`config.mk`:
```
export PLATFORM = sky130hd
export DESIGN_NAME = smp8_prog_loader
export DESIGN_NICKNAME = d
export VERILOG_FILES = /design/src/rtl/smp8_pkg.sv /design/src/rtl/smp8_idle_timer.sv /design/src/rtl/smp8_prog_loader.sv
export SDC_FILE = /design/constraint.sdc
export NUM_CORES = 1
export LEC_CHECK = 0
export ABC_AREA = 1
export CORE_MARGIN = 2
export CORE_UTILIZATION = 24
export DETAILED_ROUTE_END_ITERATION = 10
export PLACE_DENSITY_LB_ADDON = 0.1
export REMOVE_ABC_BUFFERS = 1
export SETUP_SLACK_MARGIN = 0.3
export SYNTH_ARGS = -nofsm -noshare
export SYNTH_HDL_FRONTEND = slang
export SYNTH_HIERARCHICAL = 1
export SYNTH_SLANG_ARGS = --single-unit
export TNS_END_PERCENT = 5
```
`constraint.sdc`:
```
create_clock -name clk -period 2.8 [get_ports clk]
set_input_delay 0.56 -clock clk [delete_from_list [all_inputs] [get_ports clk]]
set_output_delay 0.56 -clock clk [all_outputs]
set_load 0.02 [all_outputs]
```
`src/rtl/smp8_pkg.sv`:
```
// smp8 shared definitions: memory geometry,
// default frame marker and loader states.
package smp8_pkg;
  localparam int MEM_DEPTH = 32;
  localparam int MEM_AW = 5;
  localparam logic [7:0] DEFAULT_SYNC = 8'hA5;

  typedef enum logic [2:0] {
    IDLE,
    LEN,
    DATA,
    CSUM,
    DONE,
    ERR
  } loader_state_t;
endpackage

```
`src/rtl/smp8_idle_timer.sv`:
```
// Inter-byte idle counter; expired fires on the
// TIMEOUT-th consecutive idle edge while running.
module smp8_idle_timer #(
  parameter int TIMEOUT = 1000
) (
  input  logic clk,
  input  logic reset,
  input  logic clear,
  input  logic run,
  output logic expired
);
  localparam int W = $clog2(TIMEOUT + 1);
  localparam logic [W-1:0] LAST = W'(TIMEOUT - 1);

  logic [W-1:0] cnt_q, cnt_d;

  always_comb begin
    cnt_d = cnt_q;
    if (clear || !run)
      cnt_d = '0;
    else if (cnt_q != LAST)
      cnt_d = cnt_q + 1'b1;
  end

  always_ff @(posedge clk) begin
    if (reset)
      cnt_q <= '0;
    else
      cnt_q <= cnt_d;
  end

  assign expired = run && !clear && (cnt_q == LAST);
endmodule

```
`src/rtl/smp8_prog_loader.sv`:
```
// Byte-stream program loader: writes a checksummed
// image into smp8 memory and holds the CPU until done.
module smp8_prog_loader
  import smp8_pkg::*;
#(
  parameter int TIMEOUT = 1000,
  parameter logic [7:0] SYNC_BYTE = DEFAULT_SYNC
) (
  input  logic              clk,
  input  logic              reset,
  input  logic              in_valid,
  input  logic [7:0]        in_data,
  output logic              in_ready,
  output logic              mem_we,
  output logic [MEM_AW-1:0] mem_addr,
  output logic [7:0]        mem_wdata,
  output logic              cpu_hold,
  output logic              load_done,
  output logic              load_err
);
  loader_state_t state_q, state_d;
  logic [5:0] len_q, len_d;
  logic [5:0] cnt_q, cnt_d;
  logic [7:0] sum_q, sum_d;
  logic we_q, we_d;
  logic [MEM_AW-1:0] addr_q, addr_d;
  logic [7:0] wdata_q, wdata_d;
  logic hold_q, hold_d;
  logic done_q, done_d;
  logic err_q, err_d;
  logic accept, expired, in_frame;

  assign in_ready = !reset;
  assign accept = in_valid && in_ready;
  assign in_frame = (state_q == LEN) || (state_q == DATA)
                 || (state_q == CSUM);

  smp8_idle_timer #(.TIMEOUT(TIMEOUT)) u_timer (
    .clk    (clk),
    .reset  (reset),
    .clear  (accept),
    .run    (in_frame),
    .expired(expired)
  );

  always_comb begin
    state_d = state_q;
    len_d = len_q;
    cnt_d = cnt_q;
    sum_d = sum_q;
    we_d = 1'b0;
    addr_d = addr_q;
    wdata_d = wdata_q;
    hold_d = hold_q;
    done_d = done_q;
    err_d = err_q;
    unique case (state_q)
      IDLE, DONE, ERR: begin
        if (accept && in_data == SYNC_BYTE) begin
          state_d = LEN;
          hold_d = 1'b1;
          done_d = 1'b0;
          err_d = 1'b0;
        end
      end
      LEN: begin
        if (accept) begin
          if (in_data == 8'd0 || in_data > 8'(MEM_DEPTH)) begin
            state_d = ERR;
            err_d = 1'b1;
          end else begin
            len_d = in_data[5:0];
            cnt_d = '0;
            sum_d = '0;
            state_d = DATA;
          end
        end
      end
      DATA: begin
        if (accept) begin
          we_d = 1'b1;
          addr_d = cnt_q[MEM_AW-1:0];
          wdata_d = in_data;
          sum_d = sum_q + in_data;
          cnt_d = cnt_q + 6'd1;
          if (cnt_q == len_q - 6'd1)
            state_d = CSUM;
        end
      end
      CSUM: begin
        if (accept) begin
          if (in_data == sum_q) begin
            state_d = DONE;
            done_d = 1'b1;
            hold_d = 1'b0;
          end else begin
            state_d = ERR;
            err_d = 1'b1;
          end
        end
      end
      default: state_d = IDLE;
    endcase
    // An arriving byte takes precedence over expiry
    if (!accept && expired) begin
      state_d = ERR;
      err_d = 1'b1;
    end
  end

  always_ff @(posedge clk) begin
    if (reset) begin
      state_q <= IDLE;
      len_q <= '0;
      cnt_q <= '0;
      sum_q <= '0;
      we_q <= 1'b0;
      addr_q <= '0;
      wdata_q <= '0;
      hold_q <= 1'b1;
      done_q <= 1'b0;
      err_q <= 1'b0;
    end else begin
      state_q <= state_d;
      len_q <= len_d;
      cnt_q <= cnt_d;
      sum_q <= sum_d;
      we_q <= we_d;
      addr_q <= addr_d;
      wdata_q <= wdata_d;
      hold_q <= hold_d;
      done_q <= done_d;
      err_q <= err_d;
    end
  end

  assign mem_we = we_q;
  assign mem_addr = addr_q;
  assign mem_wdata = wdata_q;
  assign cpu_hold = hold_q;
  assign load_done = done_q;
  assign load_err = err_q;
endmodule
```
Yosys cells after proc, flatten, opt, wreduce, memory -nomap -nowiden
Index checks and enable logic that the tools add are counted.
{"block": "totals", "regBits": 50, "wordCells": 103, "input_bits": 11, "out_inout_bits": 18}
{"block": "classes", "addsub": 4, "n_mux": 32, "order_cmp": 1, "n_eq_ne": 24, "bitwise_logic": 2, "reduce_logical": 28}
{"operator": "2-to-1 mux 8 bit", "n": 3}
{"operator": "2-to-1 mux 3 bit", "n": 7}
{"operator": "2-to-1 mux 6 bit", "n": 3}
{"operator": "case mux 8 bit (2 select lines)", "n": 1}
{"operator": "2-to-1 mux 1 bit", "n": 13}
{"operator": "inequality test 3 x 2 -> 1 bit (second input constant)", "n": 4}
{"operator": "case mux 3 bit (4 select lines)", "n": 1}
{"operator": "case mux 6 bit (2 select lines)", "n": 1}
{"operator": "adder 10 x 1 -> 10 bit (second input constant)", "n": 1}
{"operator": "equality test 10 bit (second input constant)", "n": 1}
{"operator": "inequality test 10 bit (second input constant)", "n": 1}
{"operator": "inequality test 2 bit (second input constant)", "n": 5}
{"operator": "AND reduction 5 bit", "n": 2}
{"operator": "adder 8 bit", "n": 1}
{"operator": "equality test 8 bit", "n": 1}
{"operator": "equality test 8 bit (second input constant)", "n": 1}
{"operator": "greater-than comparator 8 x 6 -> 1 bit (second input constant)", "n": 1}
{"operator": "zero test 8 bit", "n": 1}
{"operator": "AND reduction 4 bit", "n": 2}
{"operator": "adder 6 x 1 -> 6 bit (second input constant)", "n": 1}
{"operator": "equality test 3 x 2 -> 1 bit (second input constant)", "n": 2}
{"operator": "equality test 3 bit (second input constant)", "n": 2}
{"operator": "equality test 6 bit", "n": 1}
{"operator": "inequality test 3 x 1 -> 1 bit (second input constant)", "n": 2}
{"operator": "other kinds (18)", "n": 33}

Depth between registers and ports, before layout
Gate-level depths: netlist (run 1).
{"block": "depth", "word_depth": 8, "depth_mapped": 15, "ltp_nobuf": 15}

By module
Netlist (run 1), hierarchy kept.
{"module": "smp8_prog_loader", "area_each_um2": 2223.4, "n_inst": 1, "cells_each": 319}
{"module": "smp8_idle_timer", "area_each_um2": 566.8, "n_inst": 1, "cells_each": 84}

Worst setup path after synthesis (run 1)
No wires, ideal clock.
{"block": "synth_path", "path_type": "in2reg", "from": "input reset", "to": "register state_q[0]", "arrival_ns": 1.822, "path_buffers": 0, "setup_ns": 0.065, "path_slack_ns": 0.914, "stages": 14, "cell_sequence": "inv_2 -> nand2_2 -> inv_1 -> inv_1 -> nand2_1 -> nor4_1 -> inv_1 -> nor2_1 -> inv_1 -> nand3_1 -> nand2_1 -> nand2_1 -> nand2_1 -> nor2_1"}
{"block": "synth_between", "elab_chain_cells": 8, "elab_cells_between_ends": 14, "cone_classes": "5 x eq/ne; 1 x mux; 8 x reduce/logical"}
{"element": "from (decl)", "line_no": "smp8_prog_loader.sv:10", "source": "input logic reset,"}
{"element": "zero test 1 bit *", "line_no": "smp8_prog_loader.sv:33", "source": "assign in_ready = !reset;"}
{"element": "logical AND 1 bit *", "line_no": "smp8_prog_loader.sv:34", "source": "assign accept = in_valid && in_ready;"}
{"element": "net accept", "line_no": "smp8_prog_loader.sv:31", "source": "logic accept, expired, in_frame;"}
{"element": "zero test 1 bit *", "line_no": "smp8_idle_timer.sv:32", "source": "assign expired = run && !clear && (cnt_q == LAST);"}
{"element": "logical AND 1 bit * (2 in a row)", "line_no": "smp8_idle_timer.sv:32"}
{"element": "net expired", "line_no": "smp8_prog_loader.sv:31"}
{"element": "logical AND 1 bit *", "line_no": "smp8_prog_loader.sv:105", "source": "if (!accept && expired) begin"}
{"element": "inequality test 3 bit (no line) (tied with other cells)"}
{"element": "AND reduction 5 bit (no line)"}
{"element": "to (signal assigned)", "line_no": "smp8_prog_loader.sv:124", "source": "state_q <= state_d;"}
{"element": "to (decl)", "line_no": "smp8_prog_loader.sv:21", "source": "loader_state_t state_q, state_d;"}
Mark *: on every way through the listed nets, which the timed path passes. The rest lies on a longest branch.
A chain may end at the register's enable or synchronous reset.

Worst setup path in the final report (run 1)
{"block": "layout_path", "from": "input reset", "to": "output in_ready"}
{"block": "layout_between", "elab_chain_cells": 1}
{"element": "zero test 1 bit", "line_no": "smp8_prog_loader.sv:33"}
{"element": "to (decl)", "line_no": "smp8_prog_loader.sv:13", "source": "output logic in_ready,"}
No other way between the ends.

==> run summary, run 1 <==
The buffer levels on the longest clock path came out at 2. The number of nets in the layout is 458. The number of fillers in the final layout came out at 1264.

Entering global routing, the biggest net connects 18 pins. The total negative setup slack came out at 0 ns. The maximum clock rate came out at 428.9 MHz. The number of CTS-inserted buffers is 5. The startpoint identified for the worst register-to-register timing path is state_q[1]. The worst register-to-register path has a depth of 11. The relative slew slack came out at between 70% and 80%. The total overflow left after global routing is 0. The count of input and output buffers came out at 28. The number of global-route vias before repair is approximately 2.6k.

The tool flagged a number of max-cap violations equal to 0. The deepest level of the CTS H-tree came out at 2. The worst-margin pin slew came out at 0.3201 ns. The I/O pin total came out at 29. The Yosys step of the flow raised 6 warnings. The full die area is 0.01250 mm2. The finished layout holds 580 standard cells, fillers aside. The worst ir drop on vdd came out at 0.0002734 V. The initialized floorplan defines 39 standard-cell rows. The flow ran to the end, and the final reports show no timing, DRC or antenna violations. The number of synthesized register bits is 50.

After synthesis the cells add up to 0.002790 mm2. Before CTS, the worst setup slack after placement is 0.2265 ns. The cell leakage power is 1.369 nW.

The critical path starts at reset. The TritonCTS sink count came out at 50. The number of gates resized after CTS was 0. The HPWL after detailed placement is roughly 5700 um.

The CTS tree is done. Clock latency on the worst-skew pair, taken at its later pin, is 0.29 ns. Counting instances, the worst hold path has a depth of 2. The remaining number of nets flagged by the antenna check after routing is 0.

The number of max-slew violations in the final report is 0. Clock-pin slew was measured on the worst setup and hold paths at 0.07 ns. Among all cell types in the netlist, the one instantiated most often is sky130_fd_sc_hd__nand2_1. The number of antenna diodes in the final layout is 0. Ranked by total cell area, the synthesized netlist is headed by sky130_fd_sc_hd__dfxtp_1 36%, sky130_fd_sc_hd__nand2_1 14%, sky130_fd_sc_hd__nand3_1 6.8%. The initial core utilization came out at 24.54%. In this run the standard cell core region covers 0.01137 mm2. In this run the most critical hold path is launched from load_done. The final worst clock skew came out at 0.005006 ns. The library cell used as clock root buffer is sky130_fd_sc_hd__clkbuf_16.

The min-delay analysis places its worst path in the category register to register. In this run the critical register-to-register path is captured at state_q[0]. Among the stages of the critical path, the cell type that occurs most often is sky130_fd_sc_hd__clkdlybuf4s50_1. The fraction of layout instances using a drive strength above 1 came out at 8.009%.

Among all stages on the critical path, the largest delay is contributed by sky130_fd_sc_hd__clkdlybuf4s50_1. The distinct cell type count after synthesis came out at 35. The largest fanout on the critical path came out at 4. The initial antenna violation count came to 0.

The wire length per cell after detailed routing came out at roughly 13 um. The critical path class is primary input to output pin. Counting flops with a built-in enable in the synthesized netlist gives 0. Setup slack closes at 0.4684 ns. The number of DRC violations after detailed routing came out at 0.

From synthesis to final layout, the design area changed by 21.84%. The pre-antenna-repair detailed-routing pass consisted of 4 iterations. The ratio of routed vias to standard cells came out at 4.495.

The final estimated routing congestion in global placement came out at between 0.8 and 0.9. The final hold slack is 0.4648 ns. The number of design-rule violations left by the first detailed-router iteration is 102. For this run, the leading register cell type out of synthesis is sky130_fd_sc_hd__dfxtp_1. The die is between 100 and 150 um wide. Sorting the synthesized cells by how often they occur yields 103 x sky130_fd_sc_hd__nand2_1, 50 x sky130_fd_sc_hd__dfxtp_1, 47 x sky130_fd_sc_hd__inv_1, 39 x sky130_fd_sc_hd__nor2_1, 38 x sky130_fd_sc_hd__nand3_1. After layout, the worst path uses 83.27% of the clock period. The number of buffers added for setup after CTS came out at 0. At the worst endpoint, the arrival time is 1.77 ns. The share of the yosys chip area belonging to registers is 35.87%.

The total global-route track usage came out at between 10% and 20%. In this design, the stage delay of the slowest critical-path cell is 0.68 ns. The final critical path time including I/O delays and setup is 2.332 ns. The share of synthesized registers carrying an async set or reset came out at 0%. STA classifies the critical path startpoint as a primary input. The path with the worst hold slack has its endpoint at load_done. The dominant cell type by area after synthesis is sky130_fd_sc_hd__dfxtp_1. The vias after detailed routing is 2607. The worst-case register-to-register setup slack came out at 0.87 ns. Setup repair after global routing left no endpoint under its margin. After clock tree synthesis, the flow added hold-fix buffers numbering 0.

In this run the mean area of a mapped cell was 6.924 um2. The critical path goes through clkdlybuf4s50_1 -> inv_2 -> clkdlybuf4s50_1. The cell total after placement is 572. The required time of the critical path came out at ~2.2 ns. The first-pass GRT wire length came out at 12680 um. The final hold violation count is 0. The proportion of netlist area held by the largest area contributor came out at 35.87%. The design draws 0.001494 W. The instance count of the mapped netlist came out at 403. For this block, the routed nets add up to 7422 um of wire. STA classifies the critical path endpoint as an output pin. The final count of negative-setup-slack endpoints came out at 0. The chip height came out at 111.8 um. The total power per unit cell area is 439.6 mW/mm2.
==> logic make-up after synthesis <==
family | count (synthesis) | synth area share (%)
AND/OR/NAND/NOR | 210 | 34.84
buffers and inverters | 60 | 8.610
AO/OA/AOI/OAI | 59 | 11.39
flip-flops | 50 | 35.87
XOR/XNOR | 13 | 4.081
adder cells (fa/ha/maj) | 11 | 5.202
==> routing by layer <==
metal / global-route usage, % / part of all wire [%]
met1: 15.78 / 49
met2: 21.82 / 47
met3: 2.613 / 2.8
met4: 3.704 / 1.4
met5: 0 / 0
==> report_power, final <==
group | internal [W] | switching (W) | total [W]
logic | 0.0000499 | 0.0000878 | 0.000138
registers | 0.000718 | 0.00000919 | 0.000727
clock network | 0.000355 | 0.000274 | 0.000630
==> critical path: cells and delay by family <==
| family | cells | cell delay, ns |
|---|---|---|
| buffers and inverters | 3 | 1.21 |
==> worst max path at each step <==
stage	end	depth (start not counted)	slack (ns)
floorplan	state_q[0]	13	0.77
global placement	sum_q[6]	11	0.23
detailed placement	sum_q[6]	11	0.23
CTS	in_ready	3	0.41
global route	state_q[0]	15	0.31
finish	in_ready	3	0.47
==> flip-flops by register name, indices dropped and copies added, names as in the netlist <==
| name | flops |
|---|---|
| u_timer/cnt_q | 10 |
| mem_wdata | 8 |
| sum_q | 8 |
| cnt_q | 6 |
| len_q | 6 |
| mem_addr | 5 |
| state_q | 3 |
| cpu_hold | 1 |
| load_done | 1 |
| load_err | 1 |
| mem_we | 1 |
==> layout by cell type, fill, tap and decap left out, drive strengths merged <==
cell / n
clkbuf: 7
a21oi: 30
inv: 52
o211ai: 1
nand4: 12
nand3: 40
clkinv: 1
xnor2: 4
nor2: 45
nand3b: 1
nor3: 2
buf: 6
clkdlybuf4s50: 28
o211a: 1
or2: 4
nor4: 1
o21ai: 20
a31oi: 1
fa: 1
nand2: 105
o22ai: 5
a211oi: 1
ha: 10
xor2: 9
dfxtp: 50
==> layout make-up <==
| class | instances | area, um2 | share of cell area [%] |
|---|---|---|---|
| clock buffers | 7 | 142.6 | 4.196 |
| repair buffers | 34 | 325.3 | 9.569 |
| flip-flops and latches | 50 | 1001 | 29.44 |
| well taps | 143 | 178.9 | 5.263 |
| clock inverters | 1 | 5.005 | 0.1472 |
| multi-input cells | 293 | 1549 | 45.57 |
| inverters | 52 | 197.7 | 5.815 |
==> metrics by stage <==
stage	instance area (um2)	util, %
3_3_place_gp	3252	28.60
3_5_place_dp	3252	28.60
2_1_floorplan	2748	-
6_report	3400	29.90
4_1_cts	3400	29.90
5_1_grt	3400	29.90
No activity file was read; power rests on OpenSTA's default activity.
==> inputs of run 2 (changes only) <==
Clock period 2.8 ns to 2.3 ns, I/O delays scaled along.
==> run 2 against run 1 <==
Net effect:
- count of clock-buffer cells in the layout fell by 1
- first-iteration DRC count fell by 2.0%
- critical path type unchanged
- critical endpoint unchanged
- clock skew rose by 0.0029 ns
- combinational power rose by 38%
- highest routed layer unchanged
==> run summary, run 2 (synthesis gave the netlist of run 1 again) <==
The met3 track utilization from global routing is 3.157% (+0.54 points). In this run the clock root is driven by a sky130_fd_sc_hd__clkbuf_16. The critical path is of the primary input to output pin type.

The post-detailed-routing wire length came out at 7674 um (+3.4%). The pin count of the biggest net entering global routing is 18 (unchanged). The count of inserted antenna diode cells is 0 (unchanged). The final critical path time including I/O delays and setup is 1.943 ns. The ratio of routed vias to standard cells came out at 4.497 (about the same). STA classifies the critical path startpoint as a primary input.

The final worst clock skew was 0.007884 ns (+0.002878 ns). STA classifies the critical path endpoint as an output pin. The horizontal extent of the die came to 111.8 um (unchanged). The fraction of layout instances using a drive strength above 1 came out at 14.54% (+6.5 points).

The sequential power share is 48.6% (about the same). Leaving out fill and tap cells, the most frequent cell in the layout is sky130_fd_sc_hd__nand2_1. The met1 global-route usage was 16.37% (+0.59 points). The length of the first detailed-routing pass in iterations came out at 4 (unchanged). The switching power is 0.0004504 W (+21%).

The endpoint identified for the worst register-to-register timing path is state_q[0]. The cell leakage power came out at 1.503 nW (+9.8%). Ranked by flip-flop count, first place goes to u_timer/cnt_q. The synthesis-to-finish area growth came out at 30.36%. The total power per unit cell area came out at 500.6 mW/mm2 (+14%). The wire length per cell after detailed routing came out at 12.85 um (+0.45%). The core footprint is 0.01137 mm2 (unchanged).

The initial core utilization was 24.54% (unchanged). The start point of the critical path is reset. The clock network fraction of total power is 41.0% (-1.1 points). The cell area after placement came out at 0.003407 mm2 (+4.8%).

The buffer levels on the longest clock path was 2 (unchanged). In the layout the commonest cells are 102 x sky130_fd_sc_hd__nand2_1, 50 x sky130_fd_sc_hd__dfxtp_1, 46 x sky130_fd_sc_hd__inv_1. The TritonCTS sink count came out at 50 (unchanged). The number of CTS-inserted buffers is 5 (unchanged). The clock-pin slew of the registers on the worst-case setup and hold paths came out at 0.06 ns (about the same). The number of DRC violations after detailed routing came out at 0 (unchanged). The endpoint of the worst setup timing path is in_ready. The standard-cell row count came to 39 (unchanged).

The type of the worst min-delay path is register to register. The met2 routing resource usage after global routing came to 21.05% (-0.77 points). The number of design-rule violations left by the first detailed-router iteration is 100 (-2.0%). The switching part of the total power came out at 24.73% (-0.11 points). The count of input and output buffers is 28 (unchanged). The run finished with clean final reports. The deepest level of the CTS H-tree came to 2 (unchanged).

The final instance area was 0.003637 mm2 (+7.0%). The CTS tree is done. The arrival time at the worst endpoint was 1.48 ns (-0.29 ns). The clock latency on the worst-skew pair is 0.29 ns (about the same). The largest fanout on the critical path is 3 (-1). The number of violations of the max-capacitance limit came out at 0 (unchanged). The initial antenna violation count came out at 0 (unchanged). The worst-case reg-to-reg path depth is 10 (-1). Derived from the worst setup path, the maximum achievable clock frequency is 514.6 MHz. The hold-fix buffer count after cts came to 0 (unchanged). The total negative setup slack was 0 ns (unchanged). The number of max-slew violations in the final report came out at 0 (unchanged). The vias after detailed routing came to 2685 (+3.0%). The worst hold path begins at load_done. The HPWL after detailed placement came out at 5797 um (+1.4%). The relative slew slack came to 77.39% (-1.2 points). The worst ir drop on vdd is 0.0002353 V (-14%). The first-pass GRT wire length was 12760 um (+0.60%). The required time of the critical path is 1.84 ns (-0.40 ns). The internal power consumption came out at 0.001371 W (+22%). The I/O pin total came out at 29 (unchanged). The worst register-to-register path begins at u_timer/cnt_q[0]. The worst-case register-to-register setup slack is 0.55 ns (-0.32 ns). The number of nets in the layout is 477 (+4.1%). The combinational group share of total power came out at 10.4% (+1.2 points). The final count of negative-setup-slack endpoints came to 0 (unchanged). The remaining number of nets flagged by the antenna check after routing is 0 (unchanged).

The leftover overflow at the end of global routing is 0 (unchanged). The worst-margin pin slew is 0.3379 ns (+0.01779 ns). The chip height is 111.8 um (unchanged). Setup repair after global routing could not meet its margin everywhere. The final hold violation count came out at 0 (unchanged). The flip-flop count of the largest register after layout is 10 (unchanged). The layer with the highest usage after global routing is met2. The final estimated routing congestion in global placement is 0.8067 (-1.7%). The power after layout is 0.001821 W (+22%). The total global-route track usage came to 12.86% (+0.27 points). The post-route clock period utilization came out at 84.49%. The number of global-route vias before repair is 2576 (-1.7%). The full die area is 0.01250 mm2 (unchanged). The number of buffers added for setup after CTS came out at 0 (unchanged).
## run 2: timing repair
action / CTS / global route
resized for setup: 1 / 22
pin swaps: 0 / 5
endpoints found under the setup margin: 3 / 23
cloned: 0 / 0
## run 2: power by group through the flow
stage | combinational [W] | clock, W | sequential [W]
finish | 0.000190 | 0.000746 | 0.000885
global route | 0.000212 | 0.000817 | 0.000887
CTS | 0.000184 | 0.000781 | 0.000885
detailed placement | 0.000184 | 0 | 0.000905
global placement | 0.000186 | 0 | 0.000906
floorplan | 0.000100 | 0 | 0.000904
## run 2: metrics by stage
stage | instances | setup slack [ns] | util, % | hold WS [ns]
after floorplan | 395 | 0.3716 | - | 0.4376
after global placement | 591 | -0.007582 | 29.97 | 0.4611
after detailed placement | 591 | -0.06011 | 29.97 | 0.4646
after CTS | 597 | 0.2427 | 31.18 | 0.4748
after global routing | 597 | 0.2828 | 31.99 | 0.5011
final | 597 | 0.3568 | 31.99 | 0.4721
## run 2: layout make-up
| cell class | count | area (um2) |
|---|---|---|
| flip-flops and latches | 50 | 1001 |
| well taps | 143 | 178.9 |
| fillers | 1260 | 7732 |
| multi-input cells | 293 | 1627 |
| clock buffers | 6 | 138.9 |
| repair buffers | 53 | 491.7 |
| inverters | 52 | 200.2 |
## run 2: worst max-delay path, cell delays in order
cell and delay, ns:
sky130_fd_sc_hd__clkdlybuf4s50_1 0.49, sky130_fd_sc_hd__inv_2 0.06, sky130_fd_sc_hd__buf_4 0.15, sky130_fd_sc_hd__dlygate4sd2_1 0.32
## run 2: layer usage
layer	part of all wire, %	vias up
li1	-	1407
met1	48	1216
met2	45	50
met3	4.1	12
met4	2.6	0
met5	0	-
## run 2: worst min-delay path by stage
stage / end / cells after the start
detailed placement: load_done / 2
CTS: load_done / 2
global placement: sum_q[4] / 2
floorplan: sum_q[0] / 2
global route: sum_q[7] / 2
finish: load_done / 2
==> inputs of run 3 (changes only) <==
Clock period 2.3 ns to 2 ns, I/O delays scaled along.
==> run 3 against run 2 <==
Net effect:
- first-iteration DRC count grew 10%
- global-route usage grew 0.39 points
- non-clock buffer count grew 24
- count of clock-buffer cells in the layout shrank 1
- register-to-register slack lost 0.20 ns
- wire length grew 2.2%
- sequential power grew 15%
- via count grew 3.2%
- worst hold slack gained 0.0062 ns
- sequential cell count is the same
==> run summary, run 3 (synthesis gave the netlist of run 1 again) <==
The TritonCTS sink count is 50 (unchanged). The number of design-rule violations left by the first detailed-router iteration is 110 (+10%). The required time of the critical path came out at 2.23 ns (+0.39 ns). The number of max-slew violations in the final report came to 0 (unchanged).

The number of violations of the max-capacitance limit is 0 (unchanged). The cell leakage power came out at 1.627 nW (+8.2%). The buffer levels on the longest clock path came to 2 (unchanged).

The final critical path time including I/O delays and setup is 1.683 ns. The largest stage delay on the critical path came out at 0.36 ns (-0.13 ns). The final critical path takes up 84.13% of the cycle. The full die area came out at 0.01250 mm2 (unchanged). The chip height came out at 111.8 um (unchanged). The final worst clock skew came out at 0.009509 ns (+0.001625 ns). The largest register by flop count is u_timer/cnt_q.

The flip-flop count of the largest register after layout came out at 10 (unchanged). The vias after detailed routing came out at 2771 (+3.2%). The startpoint of the lowest-slack register-to-register path is sum_q[0].

The area of the multi-input gates came out at 0.001678 mm2 (+3.2%). The number of global-route vias before repair came out at 2687 (+4.3%). Clock tree synthesis selected as its root buffer the cell sky130_fd_sc_hd__clkbuf_16. The initial core utilization is 24.54% (unchanged). The wire length per cell after detailed routing was 12.59 um (-2.1%).

The worst-margin pin slew came to 0.3066 ns (-0.03133 ns). The initial antenna violation count is 0 (unchanged). The number of DRC violations after detailed routing came out at 0 (unchanged). The final hold violation count is 0 (unchanged). The library cell used most frequently in the layout, excluding fill and tap cells, is sky130_fd_sc_hd__nand2_1.

The relative slew slack came out at 79.56% (+2.2 points). The largest fanout on the critical path is 2 (-1). The remaining number of nets flagged by the antenna check after routing was 0 (unchanged).

The horizontal extent of the die came out at 111.8 um (unchanged). The core footprint is 0.01137 mm2 (unchanged). In this design, the critical path's most frequently occurring cell is sky130_fd_sc_hd__nand2_1. The first-pass GRT wire length is 13300 um (+4.3%). In this run the most critical hold path is launched from load_done. The number of nets in the layout is 501 (+5.0%).

The sequential cell area was 0.001013 mm2 (+1.2%). The worst hold path belongs to the class register to register. The standard-cell row count is 39 (unchanged). The critical path starts at in_data[0]. The clock-pin slew of the registers on the worst-case setup and hold paths is 0.07 ns (about the same).

The power after layout was 0.002262 W (+24%). The count of inserted antenna diode cells came out at 0 (unchanged). The number of CTS-inserted buffers is 5 (unchanged).

The type of destination of the critical path is a register. The ratio of routed vias to standard cells came to 4.448 (-1.1%). The critical path class is primary input to register.

The number of fillers in the final layout is 1211 (-3.9%). The final estimated routing congestion in global placement is 0.7990 (-0.95%). The signal on the critical path passes through dlygate4sd2_1 -> ha_2 -> fa_2 -> nand3_2 -> nand2_1 -> nand2_1 -> nand2_1 -> a21oi_2 -> or2_2 -> nand3_1 -> a21oi_1. The leftover overflow at the end of global routing was 0 (unchanged). The total power per unit cell area was 581.0 mW/mm2 (+16%).

The arrival time at the worst endpoint came to 1.91 ns (+0.43 ns). The fraction of layout instances using a drive strength above 1 came out at 22.92% (+8.4 points). The worst ir drop on vdd is 0.0002928 V (+24%).

The cell type of the slowest stage on the worst timing path is sky130_fd_sc_hd__fa_2. The run finished with clean final reports. From synthesis to final layout, the design area changed by 39.51%. The length of the first detailed-routing pass in iterations came out at 4 (unchanged). The count of input and output buffers came out at 28 (unchanged).

The worst setup path is launched from a primary input. In the layout the commonest cells are 101 x sky130_fd_sc_hd__nand2_1, 48 x sky130_fd_sc_hd__buf_4, 44 x sky130_fd_sc_hd__inv_1, 44 x sky130_fd_sc_hd__dfxtp_1, 36 x sky130_fd_sc_hd__nor2_1. Setup repair after global routing could not meet its margin everywhere. The hold-fix buffer count after cts was 0 (unchanged).

The final count of negative-setup-slack endpoints came out at 0 (unchanged). The total global-route track usage is 13.25% (+0.39 points). The total negative setup slack is 0 ns (unchanged). TritonCTS built the clock tree. The maximum clock rate is 594.3 MHz. The clock latency on the worst-skew pair was 0.29 ns (about the same). The deepest level of the CTS H-tree came out at 2 (unchanged). The pin count of the biggest net entering global routing is 23 (+5). The I/O pin total came out at 29 (unchanged). The HPWL after detailed placement is 5968 um (+3.0%). The post-detailed-routing wire length is 7844 um (+2.2%).
==> run 3: cell count changes in the layout (fill, tap and decap cells not counted), sizes merged <==
cell and change:
buf +24, dlygate4sd2 +6, bufinv +1, dlymetal6s2s -4
clkinv +1, clkdlybuf4s15 +1, inv +1, clkdlybuf4s50 -4
==> run 3: worst paths after layout <==
kind / to / slack, ns / depth (start not counted)
hold / removal: load_done / 0.48 / 2
setup reg to reg: sum_q[6] / 0.35 / 10
setup / recovery: sum_q[6] / 0.32 / 11
hold reg to reg: load_done / 0.48 / 2
==> run 3: layout make-up <==
type / instances / share of cell area (%)
clock buffers: 5 / 3.214
clock inverters: 3 / 1.125
inverters: 52 / 5.207
multi-input cells: 293 / 43.11
flip-flops and latches: 50 / 26.04
well taps: 143 / 4.597
repair buffers: 77 / 16.71
==> run 3: metal layers <==
layer | vias to the layer above | part of all wire [%] | global-route usage [%]
met5 | - | 0 | 0
met4 | 0 | 1.4 | 3.951
met3 | 9 | 3.1 | 2.613
met2 | 43 | 48 | 23.35
met1 | 1254 | 47 | 16.32
li1 | 1465 | - | -
==> run 3: what timing repair did <==
item,4_1_cts,5_1_grt
buffers inserted,2,1
gates resized for setup,33,19
pin swaps,7,6
setup endpoints to repair,27,24
==> run 3: stage by stage <==
step	setup slack [ns]	utilization, %	hold WS [ns]	std cells	cell area, um2
finish	0.3174	34.24	0.4783	623	3892
global route	0.1782	34.24	0.4942	623	3892
CTS	0.3005	33.77	0.4834	622	3840
detailed placement	-0.3096	31.35	0.4692	612	3565
global placement	-0.3532	31.35	0.4637	612	3565
floorplan	0.1316	-	0.4376	395	2748
==> run 3: where the power goes <==
group,internal (W),switching [W]
registers,0.00100,0.0000148
logic,0.000106,0.000139
clock network,0.000594,0.000404
==> run 3: worst max-delay path: cells and delay by family <==
family / cells / cell delay [ns]
buf+inv: 1 / 0.25
simple gates: 6 / 0.47
compound gates: 2 / 0.25
fa+ha+maj: 2 / 0.54
